**config.mk**
```make
export PLATFORM = sky130hd
export DESIGN_NAME = v_upd_sched
export DESIGN_NICKNAME = d
export VERILOG_FILES = /design/src/rtl/v_pkg.sv /design/src/rtl/v_rr_arb.sv /design/src/rtl/v_upd_sched.sv
export SDC_FILE = /design/constraint.sdc
export NUM_CORES = 1
export LEC_CHECK = 0
export ABC_CLOCK_PERIOD_IN_PS = 4740
export CAP_MARGIN = 15
export CORE_MARGIN = 1
export CORE_UTILIZATION = 37
export DETAILED_ROUTE_END_ITERATION = 8
export GPL_TIMING_DRIVEN = 0
export PLACE_DENSITY_LB_ADDON = 0.2
export SKIP_CTS_REPAIR_TIMING = 1
export SYNTH_ARGS = -nofsm -noshare
export SYNTH_HDL_FRONTEND = slang
export SYNTH_SLANG_ARGS = --single-unit
export TNS_END_PERCENT = 30
```
**constraint.sdc**
```tcl
create_clock -name clk -period 4.74 [get_ports clk]
set_clock_uncertainty 0.05 [all_clocks]
set_input_delay 0.711 -clock clk [delete_from_list [all_inputs] [get_ports clk]]
set_output_delay 0.711 -clock clk [all_outputs]
set_load 0.01 [all_outputs]
```
**src/rtl/v_pkg.sv**
```systemverilog
// ============================================================================
// Module : v_pkg
// Brief  : Shared list-update types, scheduler FSM encoding and defaults.
// Rev    : 1.0
// ============================================================================
`default_nettype none

package v_pkg;

   typedef logic [7:0]  id_t;
   typedef logic [2:0]  cmd_t;
   typedef logic [15:0] key_t;
   typedef logic [11:0] size_t;

   typedef enum logic [1:0] {
      ST_INIT = 2'd0,
      ST_RUN  = 2'd1,
      ST_HOLD = 2'd2
   } sched_state_t;

   localparam int SCHED_HAZARD_DEPTH = 5;

endpackage

`default_nettype wire

```
**src/rtl/v_rr_arb.sv**
```systemverilog
// ============================================================================
// Module : v_rr_arb
// Brief  : Round-robin one-hot selector; first request at or above i_ptr wins.
// Rev    : 1.0
// ============================================================================
`default_nettype none

module v_rr_arb #(
   parameter int N  = 4,
   parameter int PW = (N > 1) ? $clog2(N) : 1
) (
   input  logic [N-1:0]  i_req,
   input  logic [PW-1:0] i_ptr,
   output logic [N-1:0]  o_gnt
);

   localparam int SW = PW + 1;

   logic [SW-1:0] w_sum;
   logic [PW-1:0] w_idx;

   // Walk from the farthest offset down so the closest request overwrites last.
   always_comb begin
      o_gnt = '0;
      w_sum = '0;
      w_idx = '0;
      for (int k = N - 1; k >= 0; k--) begin
         w_sum = {1'b0, i_ptr} + SW'(k);
         if (w_sum >= SW'(N)) begin
            w_sum = w_sum - SW'(N);
         end
         w_idx = w_sum[PW-1:0];
         if (i_req[w_idx]) begin
            o_gnt        = '0;
            o_gnt[w_idx] = 1'b1;
         end
      end
   end

endmodule

`default_nettype wire

```
**src/rtl/v_upd_sched.sv**
```systemverilog
// ============================================================================
// Module : v_upd_sched
// Brief  : Round-robin list-update scheduler with per-product hazard blocking.
// Rev    : 1.0
// ============================================================================
`default_nettype none

module v_upd_sched
   import v_pkg::*;
#(
   parameter int REQ_N        = 4,
   parameter int HAZARD_DEPTH = SCHED_HAZARD_DEPTH
) (
   input  logic                    clk,
   input  logic                    rst,
   input  logic [REQ_N-1:0]        i_req_vld,
   input  id_t   [REQ_N-1:0]       i_req_prod_id,
   input  cmd_t  [REQ_N-1:0]       i_req_cmd,
   input  key_t  [REQ_N-1:0]       i_req_key,
   input  size_t [REQ_N-1:0]       i_req_size,
   output logic [REQ_N-1:0]        o_req_rdy,
   input  logic                    i_busy,
   output logic                    o_upd_vld_r,
   output id_t                     o_upd_prod_id_r,
   output cmd_t                    o_upd_cmd_r,
   output key_t                    o_upd_key_r,
   output size_t                   o_upd_size_r,
   output logic                    o_stall_r
);

   localparam int PW = (REQ_N > 1) ? $clog2(REQ_N) : 1;

   sched_state_t                r_state_q, w_state_d;
   logic [PW-1:0]               r_ptr_q, w_ptr_d;
   logic [HAZARD_DEPTH-1:0]     r_hist_vld_q, w_hist_vld_d;
   id_t  [HAZARD_DEPTH-1:0]     r_hist_id_q, w_hist_id_d;
   logic                        r_upd_vld_q, w_upd_vld_d;
   id_t                         r_upd_prod_id_q, w_upd_prod_id_d;
   cmd_t                        r_upd_cmd_q, w_upd_cmd_d;
   key_t                        r_upd_key_q, w_upd_key_d;
   size_t                       r_upd_size_q, w_upd_size_d;
   logic                        r_stall_q, w_stall_d;

   logic [REQ_N-1:0]            w_elig;
   logic [REQ_N-1:0]            w_gnt;
   logic                        w_gnt_any;
   logic [PW-1:0]               w_gnt_idx;

   always_comb begin
      w_state_d = r_state_q;
      case (r_state_q)
         ST_INIT: if (!i_busy) w_state_d = ST_RUN;
         ST_RUN:  if (i_busy)  w_state_d = ST_HOLD;
         ST_HOLD: if (!i_busy) w_state_d = ST_RUN;
         default:              w_state_d = ST_INIT;
      endcase
   end

   // rst gates eligibility so no grant is issued in the cycle reset is sampled.
   always_comb begin
      w_elig = '0;
      for (int i = 0; i < REQ_N; i++) begin
         w_elig[i] = i_req_vld[i];
         for (int j = 0; j < HAZARD_DEPTH; j++) begin
            if (r_hist_vld_q[j] && (r_hist_id_q[j] == i_req_prod_id[i])) begin
               w_elig[i] = 1'b0;
            end
         end
      end
      if (rst || i_busy || (r_state_q != ST_RUN)) begin
         w_elig = '0;
      end
   end

   v_rr_arb #(
      .N  (REQ_N),
      .PW (PW)
   ) u_rr_arb (
      .i_req (w_elig),
      .i_ptr (r_ptr_q),
      .o_gnt (w_gnt)
   );

   assign o_req_rdy = w_gnt;
   assign w_gnt_any = |w_gnt;

   always_comb begin
      w_gnt_idx = '0;
      for (int i = 0; i < REQ_N; i++) begin
         if (w_gnt[i]) w_gnt_idx = PW'(i);
      end
   end

   always_comb begin
      w_ptr_d         = r_ptr_q;
      w_upd_vld_d     = w_gnt_any;
      w_upd_prod_id_d = r_upd_prod_id_q;
      w_upd_cmd_d     = r_upd_cmd_q;
      w_upd_key_d     = r_upd_key_q;
      w_upd_size_d    = r_upd_size_q;
      w_stall_d       = (|i_req_vld) && !w_gnt_any;
      if (w_gnt_any) begin
         w_ptr_d         = (w_gnt_idx == PW'(REQ_N - 1)) ? '0 : w_gnt_idx + PW'(1);
         w_upd_prod_id_d = i_req_prod_id[w_gnt_idx];
         w_upd_cmd_d     = i_req_cmd[w_gnt_idx];
         w_upd_key_d     = i_req_key[w_gnt_idx];
         w_upd_size_d    = i_req_size[w_gnt_idx];
      end
   end

   // History shifts every cycle; an empty slot is pushed when nothing is granted.
   always_comb begin
      w_hist_vld_d = r_hist_vld_q;
      w_hist_id_d  = r_hist_id_q;
      for (int j = HAZARD_DEPTH - 1; j > 0; j--) begin
         w_hist_vld_d[j] = r_hist_vld_q[j-1];
         w_hist_id_d[j]  = r_hist_id_q[j-1];
      end
      w_hist_vld_d[0] = w_gnt_any;
      w_hist_id_d[0]  = i_req_prod_id[w_gnt_idx];
   end

   always_ff @(posedge clk) begin
      if (rst) begin
         r_state_q       <= ST_INIT;
         r_ptr_q         <= '0;
         r_hist_vld_q    <= '0;
         r_hist_id_q     <= '0;
         r_upd_vld_q     <= 1'b0;
         r_upd_prod_id_q <= '0;
         r_upd_cmd_q     <= '0;
         r_upd_key_q     <= '0;
         r_upd_size_q    <= '0;
         r_stall_q       <= 1'b0;
      end else begin
         r_state_q       <= w_state_d;
         r_ptr_q         <= w_ptr_d;
         r_hist_vld_q    <= w_hist_vld_d;
         r_hist_id_q     <= w_hist_id_d;
         r_upd_vld_q     <= w_upd_vld_d;
         r_upd_prod_id_q <= w_upd_prod_id_d;
         r_upd_cmd_q     <= w_upd_cmd_d;
         r_upd_key_q     <= w_upd_key_d;
         r_upd_size_q    <= w_upd_size_d;
         r_stall_q       <= w_stall_d;
      end
   end

   assign o_upd_vld_r     = r_upd_vld_q;
   assign o_upd_prod_id_r = r_upd_prod_id_q;
   assign o_upd_cmd_r     = r_upd_cmd_q;
   assign o_upd_key_r     = r_upd_key_q;
   assign o_upd_size_r    = r_upd_size_q;
   assign o_stall_r       = r_stall_q;

endmodule

`default_nettype wire

```
==> results.json <==
{
  "status": "complete, but fails checks",
  "violations": "setup timing",
  "synth-edff-count": 0,
  "insertion_delay_ns": 0.35,
  "vias": 7037,
  "hold_viol_final": 0,
  "cts_tree": "done",
  "fmax_ghz": 0.205,
  "clock_path_buffers": 2,
  "final_area_mm2": 0.00956,
  "tightest_slew_ns": 0.804,
  "grt_pass1_wl_um": 40300,
  "powerDensity_mw_per_mm2": 573,
  "worstPathMaxFanout": 10,
  "htreeDepth": 3,
  "hold-path-cell-count": 2,
  "antenna_left": 0,
  "grt_setup_unrepaired": "yes",
  "drive_gt1_share_pct": 14.0,
  "cts_root_buf": "clkbuf_16",
  "arrival_ns": 4.11,
  "leakage_nw": 3.66,
  "required_ns": 3.98,
  "rows": 50,
  "intPower_mw": 3.03,
  "first_pass_iters": 5,
  "synth_top_area_cell": "dfxtp_1",
  "synth_top_area_share_pct": 25.1,
  "area_delta_synth_final_pct": 34.7,
  "synthFlopType": "dfxtp_1",
  "post-route-period-util_pct": 103,
  "yosys-top-cells-area": "dfxtp_1, xor2_1, xnor2_1",
  "synth_warnings": 0,
  "layout_min_cycle_time_ns": 4.87,
  "port-buffer-count": 174,
  "p_seq_share_pct": 19.8,
  "reg2reg_depth": 15,
  "grt_pass1_vias": 6927,
  "synthTopCellsByCount": "dfxtp_1, xor2_1, xnor2_1",
  "syn_avg_cell_area_um2": 8.52,
  "track_usage_pct": 27.0,
  "netlist_area_mm2": 0.00710,
  "async_reset_ff_share_pct": 0,
  "clock_sinks": 89,
  "core_mm2": 0.0188,
  "vias_per_cell": 5.59,
  "initial_core_util_pct": 37.8,
  "fin_ws_ns": -0.132,
  "drv_slew": 0,
  "grt-ovfl-total": 0,
  "p_sw_mw": 2.45,
  "syn-num-nets": 1004,
  "grt_max_degree": 15,
  "crit_type": "in -> out",
  "relSlewSlack_pct": 46.4,
  "whs_ns": 0.409,
  "ios": 208,
  "setup_violations": 1,
  "nets": 1191,
  "seq_area_frac_synth_pct": 25.1,
  "placed_cell_area_mm2": 0.00913,
  "dp_hpwl_um": 20600,
  "synth_most_common_cell": "dfxtp_1",
  "diodes": 0,
  "synth-seq-cells": 89,
  "drv_cap": 0,
  "vdd_drop_max_mv": 0.614,
  "cts_buffers": 9,
  "drc_errors": 0,
  "wl_per_cell_um": 21.1,
  "grt_antenna_before_repair": 0,
  "switching_share_pct": 44.7,
  "die_area_mm2": 0.0197,
  "place_ws_ns": -0.775,
  "syn_inst": 833,
  "clockPowerShare_pct": 15.4,
  "gp_congestion": 0.902,
  "worstSetupStartpointType": "primary input",
  "drtIter0Drc": 550,
  "pwr-share-comb_pct": 64.7,
  "path_clk_slew_ns": 0.07,
  "tns_ns": -0.132,
  "min_path_type": "reg -> reg",
  "wl_um": 26600,
  "synth_cell_types": 58,
  "cp-end-kind": "output port",
  "die_x_um": 140,
  "chipHeight_um": 140
}
-- sequential cells by signal (all words and copies together) (netlist names) --
name / count
r_hist_id_q: 40
o_upd_key_r: 16
o_upd_size_r: 12
o_upd_prod_id_r: 8
r_hist_vld_q: 5
o_upd_cmd_r: 3
r_ptr_q: 2
r_state_q: 2
o_stall_r: 1
-- power groups by stage --
stage                     combinational [mW]  clock (mW)  sequential [mW]
after floorplan                         2.37           0             1.14
after CTS                               3.50       0.859             1.09
after detailed placement                3.49           0             1.10
after global routing                    3.80       0.885             1.11
after global placement                  3.48           0             1.10
final                                   3.55       0.847             1.09
-- worst max-delay path: stages --
cell	delay, ns
clkbuf_4	0.18
xor2_1	0.18
nor4_2	0.40
nand4_1	0.18
and4_4	0.24
and3_1	0.14
or4_4	0.55
o211a_1	0.15
o311ai_2	0.33
and2_1	0.24
clkbuf_4	0.23
inv_1	0.10
clkdlybuf4s50_1	0.48
-- layout by cell type, fill, tap and decap left out, types with 6 or more instances in the layout --
cell type | netlist | layout
clkbuf_1 | 53 | 47
a21boi_0 | 45 | 45
nand2_1 | 28 | 27
a221oi_2 | 31 | 31
nor3_1 | 23 | 22
clkdlybuf4s50_1 | 0 | 172
o311ai_1 | 8 | 8
a31oi_1 | 9 | 9
nand3_1 | 13 | 13
xnor2_1 | 73 | 73
ha_1 | 8 | 8
dfxtp_1 | 89 | 89
buf_6 | 5 | 6
a32o_1 | 30 | 30
nor4_1 | 17 | 14
and3_1 | 12 | 12
a21oi_1 | 8 | 8
nand4_1 | 21 | 21
xor2_1 | 88 | 88
inv_1 | 45 | 44
clkbuf_2 | 0 | 7
nand3b_1 | 8 | 8
o21bai_1 | 30 | 30
clkbuf_16 | 0 | 9
buf_2 | 55 | 54
o22ai_1 | 31 | 31
a221oi_1 | 9 | 9
nor2b_1 | 36 | 36
-- per-stage QoR --
stage | util, % | total power [mW] | cells
5_1_grt | 51.0 | 5.80 | 1259
6_report | 51.0 | 5.48 | 1259
3_3_place_gp | 48.7 | 4.58 | 1241
3_5_place_dp | 48.7 | 4.59 | 1241
2_1_floorplan | - | 3.50 | 833
4_1_cts | 50.5 | 5.44 | 1257
-- final timing paths --
kind,endpoint,start,slack [ns]
setup / recovery,o_req_rdy[0],i_req_prod_id[27],-0.13
hold / removal,o_upd_key_r[13],o_upd_key_r[13],0.41
setup reg to reg,o_upd_key_r[5],r_hist_id_q[27],0.70
hold reg to reg,o_upd_key_r[13],o_upd_key_r[13],0.41
-- metal layers --
layer	routed length (um)	track usage [%]	vias up
met4	754	10.5	0
met5	0	0	-
met1	11700	36.7	3320
li1	-	-	3330
met3	2150	5.33	50
met2	12000	41.9	337
-- cell type report --
type                       instances  area [um^2]
clock buffer                      11          243
inverter                          47          176
fill                            1812         9210
sequential                        89         1780
tap                              234          293
buffer                           118          583
multi-input combinational        579         4620
clock inverter                     5          103
timing repair buffer             176         1760
-- cell families (layout without fill, tap and decap cells) --
group	Yosys count	after routing	synth area share, %
AOI/OAI and AO/OA	224	224	27.8
and+or+nand+nor	185	185	15.2
buffers and inverters	165	357	10.4
xor gates and xnor gates	161	161	19.9
DFF	89	89	25.1
adders and majority gates	8	8	1.41
muxes	1	1	0.159
(Power assumes the default switching activity.)
==> edit (same flow settings) <==
Reset style: asynchronous (`rst`), changed in one clocked block.
--- a/src/rtl/v_upd_sched.sv
+++ b/src/rtl/v_upd_sched.sv
@@ -120,7 +120,7 @@
       w_hist_id_d[0]  = i_req_prod_id[w_gnt_idx];
    end
 
-   always_ff @(posedge clk) begin
+   always_ff @(posedge clk or posedge rst) begin
       if (rst) begin
          r_state_q       <= ST_INIT;
          r_ptr_q         <= '0;
Formal check against the unedited RTL: differs if rst is asserted again (counterexample within 4 cycles, from zero or initial values and one cycle with rst high); with rst held inactive, the same outputs for 4 cycles.
==> edit against the original RTL <==
  * Global-route usage is 2.1 points lower
  * Final area is 3.5% lower
  * Synthesized cell count is 16% lower
  * Total power is 55% higher
  * Wire length is 12% lower
  * Non-clock buffer count is 44 lower
  * Core utilization is 0.39 points higher
  * Count of clock-buffer cells in the layout is 1 lower
  * Sequential cell count stayed put
  * Hold slack worse by 0.082 ns
  * Final cell count is 11% lower
  * Setup slack better by 0.23 ns
  * Area after synthesis is 4.5% lower
  * Largest cell class unchanged
  * Largest power group unchanged
  * Highest routed layer unchanged
==> edit: results (changes against the original RTL) <==
Critical Path AT=3.89 ns (-0.22 ns); Hold Path Depth=0 (-2); Net Sw Power=0.00361 W (+47%); Synth Flop Type=dfrtp_1; largest net degree at the start of global routing=66 (+51); syn_area_per_cell=9.65 um2 (+13%); Worst R2R Setup Slack=0.66 ns (-0.04 ns); vias per inst=5.37 (-3.9%); I/O Buffers=175 (+0.57%); family with the most delay on the worst path=buffers and inverters; Seq/Total Area, Yosys=32.9% (+7.8 points); status=complete, no violations; detailed placement HPWL=17700 um (-14%); Post-synth ARST share=100% (+100 points); Leak=3.70 nW (+1.1%); Synth cell types=53 (-8.6%); final WL=23300 um (-12%); GP Congestion=0.930 (+3.2%); Slew headroom=33.7% (-13 points); gr usage total=24.9% (-2.1 points); drt wl/cell=20.7 um (-1.7%); commonest cells in the netlist=102 x xnor2_1, 89 x dfrtp_1, 59 x xor2_1, 48 x nand2_1, 39 x mux2_4; vias in the first global route=5946 (-14%); layout cell share with drive strength beyond 1=14.4% (+0.35 points); slowest CP cell=clkdlybuf4s50_1; global-route wire length before repair=34300 um (-15%)
## edit: power by group through the flow
stage                     Clock [W]  Sequential, W  Combinational, W
after floorplan                   0        0.00171           0.00432
after global placement            0        0.00173           0.00589
after detailed placement          0        0.00173           0.00595
after CTS                  0.000784        0.00172           0.00597
after global routing       0.000816        0.00178           0.00648
final                      0.000773        0.00173           0.00600
## edit: kinds of logic after synthesis
kind of cell	count (synthesis)	synth area share (%)
multiplexers	44	9.49
AND/OR/NAND/NOR	191	14.8
AO/OA/AOI/OAI	119	14.1
flip-flops	89	32.9
buffers and inverters	90	6.46
XOR/XNOR	161	20.8
adder cells (fa/ha/maj)	8	1.48
## edit: metrics by stage
stage	cell area [um2]	worst slack, ns	hold WS [ns]	utilization (%)
floorplan	6780	0.929	0.299	-
global placement	8810	-0.750	0.304	49.1
detailed placement	8840	-0.807	0.311	49.2
CTS	9160	-0.842	0.325	51.0
global route	9220	0.00106	0.341	51.3
finish	9220	0.0932	0.327	51.3
## edit: path summary, 6_finish.rpt
kind	from	end
min in group asynchronous	rst	r_hist_vld_q[4]$_DFF_PP0_
worst max register to register	r_hist_id_q[24]$_DFF_PP0_	o_upd_prod_id_r[3]$_DFFE_PP0P_
worst max-delay path	i_req_prod_id[0]	o_req_rdy[2]
worst min-delay path	r_hist_id_q[3]$_DFF_PP0_	r_hist_id_q[11]$_DFF_PP0_
worst min register to register	r_hist_id_q[3]$_DFF_PP0_	r_hist_id_q[11]$_DFF_PP0_
max in group asynchronous	rst	o_upd_prod_id_r[0]$_DFFE_PP0P_
## edit: metal layers
metal  GRT usage (%)  wire [um]  vias up
met4            9.77        542        0
li1                -          -     2832
met1            34.3      10300     2961
met3            4.49       1340       31
met2            38.7      11200      216
met5               0          0        -
## edit: worst register-to-register path: cells and delay by family, from the launching register on
kind,cells,cell delay (ns)
AOI/OAI and AO/OA,6,1.29
and+or+nand+nor,3,0.80
buffers and inverters,4,0.78
DFF,1,0.45
muxes,1,0.31
xor gates and xnor gates,1,0.29
## edit: area by class of cell
type | count | area, um2
inverters | 18 | 72.6
plain buffers | 69 | 360
well taps | 229 | 287
repair buffers | 181 | 1820
clock inverters | 6 | 72.6
clock buffers | 10 | 239
multi-input cells | 523 | 4150
fillers | 1668 | 8740
flip-flops and latches | 89 | 2230
